[src/rtl/cla_adder_pipe.sv]
// -----------------------------------------------------------------------------
// cla_adder_pipe
//
// Pipelined carry-lookahead adder/subtractor with a valid/ready handshake on
// both sides.
//
// The WIDTH-bit datapath is cut into STAGES equal slices, LSB slice first.
// Pipeline stage k adds slice k. Inside a slice, 4-bit generate/propagate
// lookahead groups are chained, and the carry ripples from group to group.
// The carry out of each slice is registered and passed to the next stage.
// The operand bits that are not yet summed travel alongside that carry, and so
// do the result bits that are already finished.
//
// Parameters
//   WIDTH   operand/result width; must be a multiple of 4*STAGES
//   STAGES  number of pipeline register stages, 1..4
//
// Optional feature
//   CLA_ADDER_PIPE_FLAGS_EN  when defined, the ovf/zero flags are computed and
//                            registered alongside the result. When undefined,
//                            both ports are tied to 0 and no flag registers
//                            exist.
//
// Ports
//   clk        clock, rising edge
//   rst_n      asynchronous active-low reset
//   in_valid   operands present
//   in_ready   block can accept operands this cycle
//   a, b       operands
//   cin        carry-in (ignored when sub=1)
//   sub        0: a + b + cin, 1: a - b (a + ~b + 1)
//   out_valid  result present
//   out_ready  consumer accepts the result
//   sum        result, truncated to WIDTH bits
//   cout       carry out of the MSB (for subtraction, 1 means no borrow)
//   ovf        signed two's-complement overflow
//   zero       sum == 0
// -----------------------------------------------------------------------------
module cla_adder_pipe #(
    parameter int WIDTH  = 32,
    parameter int STAGES = 2
) (
    input  logic             clk,
    input  logic             rst_n,
    input  logic             in_valid,
    output logic             in_ready,
    input  logic [WIDTH-1:0] a,
    input  logic [WIDTH-1:0] b,
    input  logic             cin,
    input  logic             sub,
    output logic             out_valid,
    input  logic             out_ready,
    output logic [WIDTH-1:0] sum,
    output logic             cout,
    output logic             ovf,
    output logic             zero
);

    localparam int SW   = WIDTH / STAGES;  // bits per slice
    localparam int NG   = SW / 4;          // lookahead groups per slice
    localparam int LAST = STAGES - 1;

    // 4-bit carry-lookahead group. Returns {carry_out, sum[3:0]}.
    function automatic logic [4:0] cla4(
        input logic [3:0] x,
        input logic [3:0] y,
        input logic       c0
    );
        logic [3:0] g;
        logic [3:0] p;
        logic [4:0] c;
        g    = x & y;
        p    = x ^ y;
        c[0] = c0;
        c[1] = g[0] | (p[0] & c0);
        c[2] = g[1] | (p[1] & g[0]) | (p[1] & p[0] & c0);
        c[3] = g[2] | (p[2] & g[1]) | (p[2] & p[1] & g[0])
             | (p[2] & p[1] & p[0] & c0);
        c[4] = g[3] | (p[3] & g[2]) | (p[3] & p[2] & g[1])
             | (p[3] & p[2] & p[1] & g[0]) | (p[3] & p[2] & p[1] & p[0] & c0);
        return {c[4], p ^ c[3:0]};
    endfunction

    // Subtraction is folded in at the input: invert b and force the carry-in
    // to 1. From here on, every stage is a plain adder.
    logic [WIDTH-1:0] b_eff;
    logic             cin_eff;

    assign b_eff   = sub ? ~b : b;
    assign cin_eff = sub ? 1'b1 : cin;

    // Per-stage inputs. Stage 0 takes the ports; stage k>0 takes stage k-1's
    // registers.
    logic [WIDTH-1:0]  st_a   [STAGES];
    logic [WIDTH-1:0]  st_b   [STAGES];
    logic [WIDTH-1:0]  st_s   [STAGES];
    logic [STAGES-1:0] st_c;
    logic [STAGES-1:0] up_valid;

    // Per-stage combinational results.
    logic [WIDTH-1:0]  s_next [STAGES];
    logic [STAGES-1:0] c_next;

    // Per-stage registered state, gathered into arrays for cross-stage wiring.
    logic [WIDTH-1:0]  a_reg  [STAGES];
    logic [WIDTH-1:0]  b_reg  [STAGES];
    logic [WIDTH-1:0]  s_reg  [STAGES];
    logic [STAGES-1:0] c_reg;
    logic [STAGES-1:0] valid_reg;

    // Handshake. A stage is ready when it is empty or when its contents move
    // on this cycle. The chain runs from out_ready back to in_ready and never
    // involves in_valid.
    logic [STAGES-1:0] ready;
    logic [STAGES-1:0] load;

    genvar gi;
    genvar gj;
    generate
        for (gi = 0; gi < STAGES; gi++) begin : g_stage

            // ---------------- stage input selection ----------------
            if (gi == 0) begin : g_src_in
                assign st_a[gi]     = a;
                assign st_b[gi]     = b_eff;
                assign st_c[gi]     = cin_eff;
                assign st_s[gi]     = '0;
                assign up_valid[gi] = in_valid;
            end else begin : g_src_prev
                assign st_a[gi]     = a_reg[gi-1];
                assign st_b[gi]     = b_reg[gi-1];
                assign st_c[gi]     = c_reg[gi-1];
                assign st_s[gi]     = s_reg[gi-1];
                assign up_valid[gi] = valid_reg[gi-1];
            end

            // ---------------- flow control ----------------
            if (gi == LAST) begin : g_rdy_out
                assign ready[gi] = !valid_reg[gi] || out_ready;
            end else begin : g_rdy_mid
                assign ready[gi] = !valid_reg[gi] || ready[gi+1];
            end
            assign load[gi] = up_valid[gi] && ready[gi];

            // ---------------- slice adder ----------------
            logic [NG:0]     gc;     // group carries; gc[0] is the slice carry-in
            logic [SW-1:0]   ssum;
            logic [WIDTH-1:0] sn;

            assign gc[0] = st_c[gi];
            for (gj = 0; gj < NG; gj++) begin : g_grp
                logic [4:0] r;
                assign r = cla4(st_a[gi][gi*SW + gj*4 +: 4],
                                st_b[gi][gi*SW + gj*4 +: 4],
                                gc[gj]);
                assign ssum[gj*4 +: 4] = r[3:0];
                assign gc[gj+1]        = r[4];
            end

            // Lower slices carry through unchanged; this stage's slice is
            // overwritten; upper slices are still zero.
            always_comb begin
                sn                = st_s[gi];
                sn[gi*SW +: SW]   = ssum;
            end
            assign s_next[gi] = sn;
            assign c_next[gi] = gc[NG];

            // ---------------- stage registers ----------------
            logic             valid_q;
            logic             c_q;
            logic [WIDTH-1:0] a_q;
            logic [WIDTH-1:0] b_q;
            logic [WIDTH-1:0] s_q;

            always_ff @(posedge clk or negedge rst_n) begin
                if (!rst_n) begin
                    valid_q <= 1'b0;
                    c_q     <= 1'b0;
                    a_q     <= '0;
                    b_q     <= '0;
                    s_q     <= '0;
                end else begin
                    if (ready[gi]) begin
                        valid_q <= up_valid[gi];
                    end
                    if (load[gi]) begin
                        c_q <= c_next[gi];
                        a_q <= st_a[gi];
                        b_q <= st_b[gi];
                        s_q <= s_next[gi];
                    end
                end
            end

            assign valid_reg[gi] = valid_q;
            assign c_reg[gi]     = c_q;
            assign a_reg[gi]     = a_q;
            assign b_reg[gi]     = b_q;
            assign s_reg[gi]     = s_q;
        end
    endgenerate

    // ---------------- outputs ----------------
    assign in_ready  = ready[0];
    assign out_valid = valid_reg[LAST];
    assign sum       = s_reg[LAST];
    assign cout      = c_reg[LAST];

`ifdef CLA_ADDER_PIPE_FLAGS_EN
    // The flags are computed in the last stage from the complete sum. The
    // operand MSBs reach that stage with the rest of the upper operand bits.
    // Subtraction uses the inverted b MSB, which is the effective operand
    // seen by the adder.
    logic ovf_next;
    logic ovf_reg;
    logic zero_reg;

    assign ovf_next = (st_a[LAST][WIDTH-1] == st_b[LAST][WIDTH-1])
                   && (s_next[LAST][WIDTH-1] != st_a[LAST][WIDTH-1]);

    always_ff @(posedge clk or negedge rst_n) begin
        if (!rst_n) begin
            ovf_reg  <= 1'b0;
            zero_reg <= 1'b0;
        end else if (load[LAST]) begin
            ovf_reg  <= ovf_next;
            zero_reg <= (s_next[LAST] == '0);
        end
    end

    assign ovf  = ovf_reg;
    assign zero = zero_reg;
`else
    assign ovf  = 1'b0;
    assign zero = 1'b0;
`endif

endmodule
[config.mk]
export PLATFORM = sky130hd
export DESIGN_NAME = cla_adder_pipe
export DESIGN_NICKNAME = d
export VERILOG_FILES = /design/src/rtl/cla_adder_pipe.sv
export SDC_FILE = /design/constraint.sdc
export NUM_CORES = 1
export LEC_CHECK = 0
export ABC_AREA = 1
export CORE_MARGIN = 8
export CORE_UTILIZATION = 50
export CTS_BUF_LIST = sky130_fd_sc_hd__clkbuf_8
export CTS_CLUSTER_DIAMETER = 150
export DETAILED_ROUTE_END_ITERATION = 7
export HOLD_SLACK_MARGIN = 0.1
export PLACE_DENSITY = 0.86
export REMOVE_ABC_BUFFERS = 1
export SLEW_MARGIN = 20
export SYNTH_ARGS = -nofsm -noshare
export SYNTH_HDL_FRONTEND = slang
export SYNTH_SLANG_ARGS = --single-unit
[constraint.sdc]
create_clock -name clk -period 3.25 [get_ports clk]
set_clock_uncertainty 0.1 [all_clocks]
set_input_delay 0.65 -clock clk [delete_from_list [all_inputs] [get_ports clk]]
set_output_delay 0.65 -clock clk [all_outputs]
set_load 0.005 [all_outputs]
==> reports/metrics.cfg, run 1 <==
[grt]
grt_pass1_wl_um=19300
grt_antenna_before_repair=0
grt_max_degree=85
grt_use_total=0.184
grt_pass1_vias=4234
grt_overflow=0

[final_layout]
multiInputGateArea_um2=2440
area_delta_synth_final_pct=27.5
final_nets=774
final_layout_size_suffix_gt1_frac=0.0732
diodes=0
final_util=0.643
num-fill-cells=810
fin_cells=802
register_area_um2=2100

[drt]
ant_nets=0
drc=0
dr_total_vias=3999
wl_per_cell_um=14.2
viasPerCell=4.99
first_iter_violations=181
drt_pass1_iterations=4
totalWireLength_um=11400

[logic_synthesis]
async_flop_share=1.00
synthMuxAreaShare=0
ys_types=34
synth_seq_area_share=0.437
synth_fa_ha_area_frac=0.116
synth-main-ff-cell=dfrtp_1
synth_compound_area_frac=0.0772
mappedNetlistArea_um2=4810
synth_edf_count=0
synth_area_per_cell_um2=8.52
synth_top_family_by_area=simple AND/OR/NAND/NOR gates
synth-simple-area-share=0.230
synth_area_leaders=dfrtp_1, nand2_1, ha_1
syn_inst=565
synthXorXnorAreaFrac=0.0819
yosysWarnings=0
yosys.area.top_type=dfrtp_1
synth.top_cell.area_share=0.437
ys_seq_elements=84

[placement]
place_ws_ps=9.07
hpwl_um=8500
dp.cells=786
place_congestion=0.809
portBuffers=104

[cts]
cts_tree=built
clk_pin_slew_ps=80
worstSkewPairLatency_ps=350
root_buffer=clkbuf_8
cts_buffers=9
cts_resized=0
cts_setup_buffers=0
ctsHoldBuffers=0
clock-sinks=84
htree_levels=3
clockBufferDepth=2

[timing]
period_minus_slack_ps=2900
post-route-period-util=0.892
finalSetupTns_ps=0
hold_viol=0
rsz0062_at_grt=no
max_freq_ghz=0.345
finalWorstSetupSlack_ps=353
worst_pin_slew_ps=756
relSlewSlack=0.496
finalSetupViolCount=0
slew_violations=0

[critical_path]
cp-end-kind=flip-flop
slowest_stage=clkdlybuf4s50_1
worstPathArrival_ps=3060
path_max_fanout=6
path_cells=clkdlybuf4s50_1, xor2_1, ha_1, nand3_1, nor2_1, nand3_2, nand2_2, nand2_1, nand2_2, inv_1, fa_1, xor2_1, o21ai_0
crit_path_start_kind=input port
critical_path_class=input port to flip-flop
cp.required_ps=3410
r2r_slack_ps=990
crit_path_max_incr_delay_ps=430

[floorplan]
initial_utilization=0.504
die_w_um=114
die_area_um2=13000
core_um2=9550
io_pins=107
num_rows=36
fp.dieH_um=114

[pwr]
powerDensity_nw_per_um2=600
total_power_w=0.00368
p_leak_nw=3.01
ir_drop_mv=0.251

[hold_path]
hold_path.class=input port to async pin

[outcome]
status=completed

[job]
max_cap_violations=0

==> path summary, 6_finish.rpt <==
| path | cells past startpoint | from | endpoint |
|---|---|---|---|
| worst max-delay path | 13 | b[6] | g_stage[0].s_q[13] |
| worst max register to register | 9 | g_stage[0].a_q[23] | sum[29] |
| worst min register to register | 2 | g_stage[0].s_q[10] | sum[10] |
| min in group clk | 2 | g_stage[0].s_q[10] | sum[10] |
| max in group asynchronous | 1 | rst_n | sum[6] |
| worst min-delay path | 1 | rst_n | sum[21] |
==> metal layers <==
metal  GRT usage  wire (um)  vias up
li1            -          -     1988
met1       0.205       4700     1885
met2       0.327       5800      102
met3      0.0385        605       24
met4      0.0861        293        0
met5           0          0        -
==> sequential cells by signal (all words and copies together), names as in the netlist <==
signal / cells
cout: 1
g_stage.a_q: 16
g_stage.valid_q: 1
out_valid: 1
g_stage.c_q: 1
g_stage.s_q: 16
sum: 32
g_stage.b_q: 16
==> cell usage after synthesis, types with 2 or more instances <==
library cell  count
o21bai_1          2
o21ai_0          38
nand3_1          23
nand3_2           2
nand4_1           4
ha_1             32
clkbuf_1         10
buf_2            10
nand2_1         192
inv_1            39
a211oi_1          2
nand2_2          16
and3_1            2
fa_1              8
o21ai_1           3
xor2_1           18
nor2_1           18
xnor2_1          27
buf_4             4
nor3_1            2
a21oi_1          13
a21oi_2           3
inv_2             2
dfrtp_1          84
a31oi_1           2
==> logic make-up (layout without fill, tap and decap cells) <==
kind of cell | Yosys count | count (layout)
AND/OR/NAND/NOR | 262 | 262
XOR/XNOR | 45 | 45
AO/OA/AOI/OAI | 67 | 67
buffers and inverters | 66 | 169
adder cells (fa/ha/maj) | 40 | 40
flip-flops | 84 | 84
other | 1 | 2
==> through the flow <==
stage	hold WS, ps	area (um^2)
2_1_floorplan	254	4700
3_5_place_dp	353	5960
5_1_grt	310	6140
3_3_place_gp	350	5960
6_report	256	6140
4_1_cts	374	6140
==> area by class of cell <==
| type | instances | area share |
|---|---|---|
| clock buffer | 12 | 0.0269 |
| clock inverter | 4 | 0.00265 |
| inverter | 42 | 0.0257 |
| multi-input combinational | 416 | 0.398 |
| sequential | 84 | 0.342 |
| tap | 133 | 0.0271 |
| timing repair buffer | 111 | 0.177 |
==> cell usage in the layout (no fill, tap or decap), types with 2 or more instances in the layout <==
cell type / synthesis / routed
a211oi_1: 2 / 2
a21oi_1: 13 / 13
a21oi_2: 3 / 3
a31oi_1: 2 / 2
and3_1: 2 / 2
buf_4: 4 / 7
clkbuf_8: 0 / 12
clkdlybuf4s50_1: 0 / 102
conb_1: 1 / 2
dfrtp_1: 84 / 84
fa_1: 8 / 8
ha_1: 32 / 32
inv_1: 39 / 42
inv_2: 2 / 2
nand2_1: 192 / 191
nand2_2: 16 / 17
nand3_1: 23 / 23
nand3_2: 2 / 2
nand4_1: 4 / 4
nor2_1: 18 / 18
nor3_1: 2 / 2
o21ai_0: 38 / 38
o21ai_1: 3 / 3
o21bai_1: 2 / 2
xnor2_1: 27 / 27
xor2_1: 18 / 18
==> critical path, delay by kind of cell <==
family | cells | cell delay (ps)
xor+xnor | 2 | 310
compound gates | 1 | 180
simple gates | 6 | 650
fa+ha+maj | 2 | 780
buf+inv | 2 | 490
==> power by group <==
part / internal, W / switching, W / leakage, nW
Sequential: 0.00135 / 0.000189 / 1.03
Combinational: 0.000758 / 0.000711 / 1.88
Clock: 0.000332 / 0.000345 / 0.106
(Power assumes the default switching activity.)
==> inputs of run 2 (changes only) <==
--- a/config.mk
+++ b/config.mk
@@ -7,12 +7,12 @@
 export LEC_CHECK = 0
 export ABC_AREA = 1
 export CORE_MARGIN = 8
-export CORE_UTILIZATION = 50
+export CORE_UTILIZATION = 57
 export CTS_BUF_LIST = sky130_fd_sc_hd__clkbuf_8
 export CTS_CLUSTER_DIAMETER = 150
 export DETAILED_ROUTE_END_ITERATION = 7
 export HOLD_SLACK_MARGIN = 0.1
-export PLACE_DENSITY = 0.86
+export PLACE_DENSITY = 0.89
 export REMOVE_ABC_BUFFERS = 1
 export SLEW_MARGIN = 20
 export SYNTH_ARGS = -nofsm -noshare
==> run 2 against run 1 <==
  * Flip-flop and latch count did not move
  * Clock power rose by 30%
  * Sequential power barely moved
  * Fmax rose by 0.76%
  * First-iteration DRC count fell by 3.9%
  * Worst hold slack got worse by 2.5 ps
  * Largest power group unchanged
==> reports/metrics.cfg, run 2 (synthesis gave the netlist of run 1 again) <==
[outcome]
status=completed

[hold_path]
hold_path.class=input port to async pin

[pwr]
ir_drop_mv=0.281
power.switching_w=0.00127
switching_share=0.325
p_leak_nw=3.02
powerDensity_nw_per_um2=634
internal-power_w=0.00263
p_clk_frac=0.226
pwr-share-seq=0.398
p_comb_frac=0.377

[drt]
drt_pass1_iterations=4
dr_total_vias=4033
drc=0
first_iter_violations=174
totalWireLength_um=11000
wl_per_cell_um=14.3
viasPerCell=5.22
ant_nets=0

[cts]
worstSkewPairLatency_ps=340
ctsHoldBuffers=0
root_buffer=clkbuf_8
htree_levels=3
cts_buffers=9
clockBufferDepth=2
cts_resized=0
clock-sinks=84
cts_setup_buffers=0
clk_pin_slew_ps=80
cts_tree=built

[timing]
worst_pin_slew_ps=734
finalSetupViolCount=0
rsz0062_at_grt=no
slew_violations=0
finalSetupTns_ps=0
hold_slack_ps=254
period_minus_slack_ps=2880
max_freq_ghz=0.348
hold_viol=0
post-route-period-util=0.885
finalWorstSetupSlack_ps=374
relSlewSlack=0.510

[critical_path]
slowest_stage=clkdlybuf4s50_1
path_buf_inv=4
crit_path_frequent_cell=inv_1
crit_path_start_kind=input port
path_cells=clkdlybuf4s50_1, xnor2_1, inv_1, ha_1, inv_1, nor2_1, nand3_2, nand2_2, nand2_1, nand2_2, inv_1, fa_1, xor2_1, o21ai_0
worstPathArrival_ps=3030
r2r_cells=8
crit_path_max_incr_delay_ps=430
cp-end-kind=flip-flop
r2r_slack_ps=960
path_max_fanout=3
r2r-start=g_stage[0].a_q[25]
path_delay_family=adder cells
critical_path_class=input port to flip-flop
cp.required_ps=3410
reg2reg_to=sum[29]

[final_layout]
final_common_cell=nand2_1
fin_area_um2=6160
final_nets=773
largest_reg_flops=32
area_delta_synth_final_pct=27.9
fin_cells=772
layout_common_cells=nand2_1, clkdlybuf4s50_1, dfrtp_1
final_layout_size_suffix_gt1_frac=0.0735
diodes=0

[floorplan]
die_area_um2=11600
fp.dieH_um=108
core_um2=8220
num_rows=33
io_pins=107
initial_utilization=0.586
die_w_um=108

[placement]
hpwl_um=8260
portBuffers=104
dp.cells=757
place_ws_ps=8.02
place_congestion=0.903
place_area_um2=5910

[job]
max_cap_violations=0

[grt]
grt_max_degree=85
grt_use_total=0.192
grt_overflow=0
grt_pass1_vias=4194
grt_pass1_wl_um=18200
grt_antenna_before_repair=0

## run 2: cell types whose count changed in the layout (fill, tap and decap cells not counted)
cell / previous run / this run
bufinv_16: 0 / 3
buf_4: 7 / 6
inv_1: 42 / 40
clkbuf_8: 12 / 10
clkinv_2: 1 / 0
clkinvlp_4: 0 / 1
## run 2: power groups by stage
| stage | Combinational, W | Clock [W] | Sequential, W |
|---|---|---|---|
| 6_report | 0.00147 | 0.000881 | 0.00155 |
| 5_1_grt | 0.00164 | 0.000929 | 0.00158 |
| 4_1_cts | 0.00148 | 0.000893 | 0.00155 |
| 3_5_place_dp | 0.00147 | 0 | 0.00156 |
| 3_3_place_gp | 0.00140 | 0 | 0.00155 |
| 2_1_floorplan | 0.000767 | 0 | 0.00154 |
## run 2: layer usage
layer	vias up	global-route usage	wire length, um
met1	1887	0.226	4540
met4	0	0.0971	266
met3	27	0.0389	745
li1	1978	-	-
met5	-	0	0
met2	141	0.326	5450
## run 2: worst max path at each step
stage	startpoint	endpoint	slack [ps]	cells past startpoint
floorplan	out_ready	g_stage[0].s_q[3]	210	6
global placement	b[6]	g_stage[0].s_q[13]	210	13
detailed placement	b[4]	g_stage[0].s_q[13]	8	14
CTS	b[4]	g_stage[0].s_q[13]	370	14
global route	b[4]	g_stage[0].s_q[13]	150	14
finish	b[4]	g_stage[0].s_q[13]	370	14
## run 2: metrics by stage
| step | utilization | total power (W) |
|---|---|---|
| floorplan | - | 0.00230 |
| global placement | 0.720 | 0.00295 |
| detailed placement | 0.720 | 0.00304 |
| CTS | 0.749 | 0.00393 |
| global route | 0.749 | 0.00415 |
| finish | 0.749 | 0.00390 |
## run 2: area by class of cell
class                      count  area, um^2
inverter                      42         158
fill                         592        2060
sequential                    84        2100
multi-input combinational    416        2440
timing repair buffer         110        1080
clock inverter                 5         101
tap                          105         131
clock buffer                  10         138
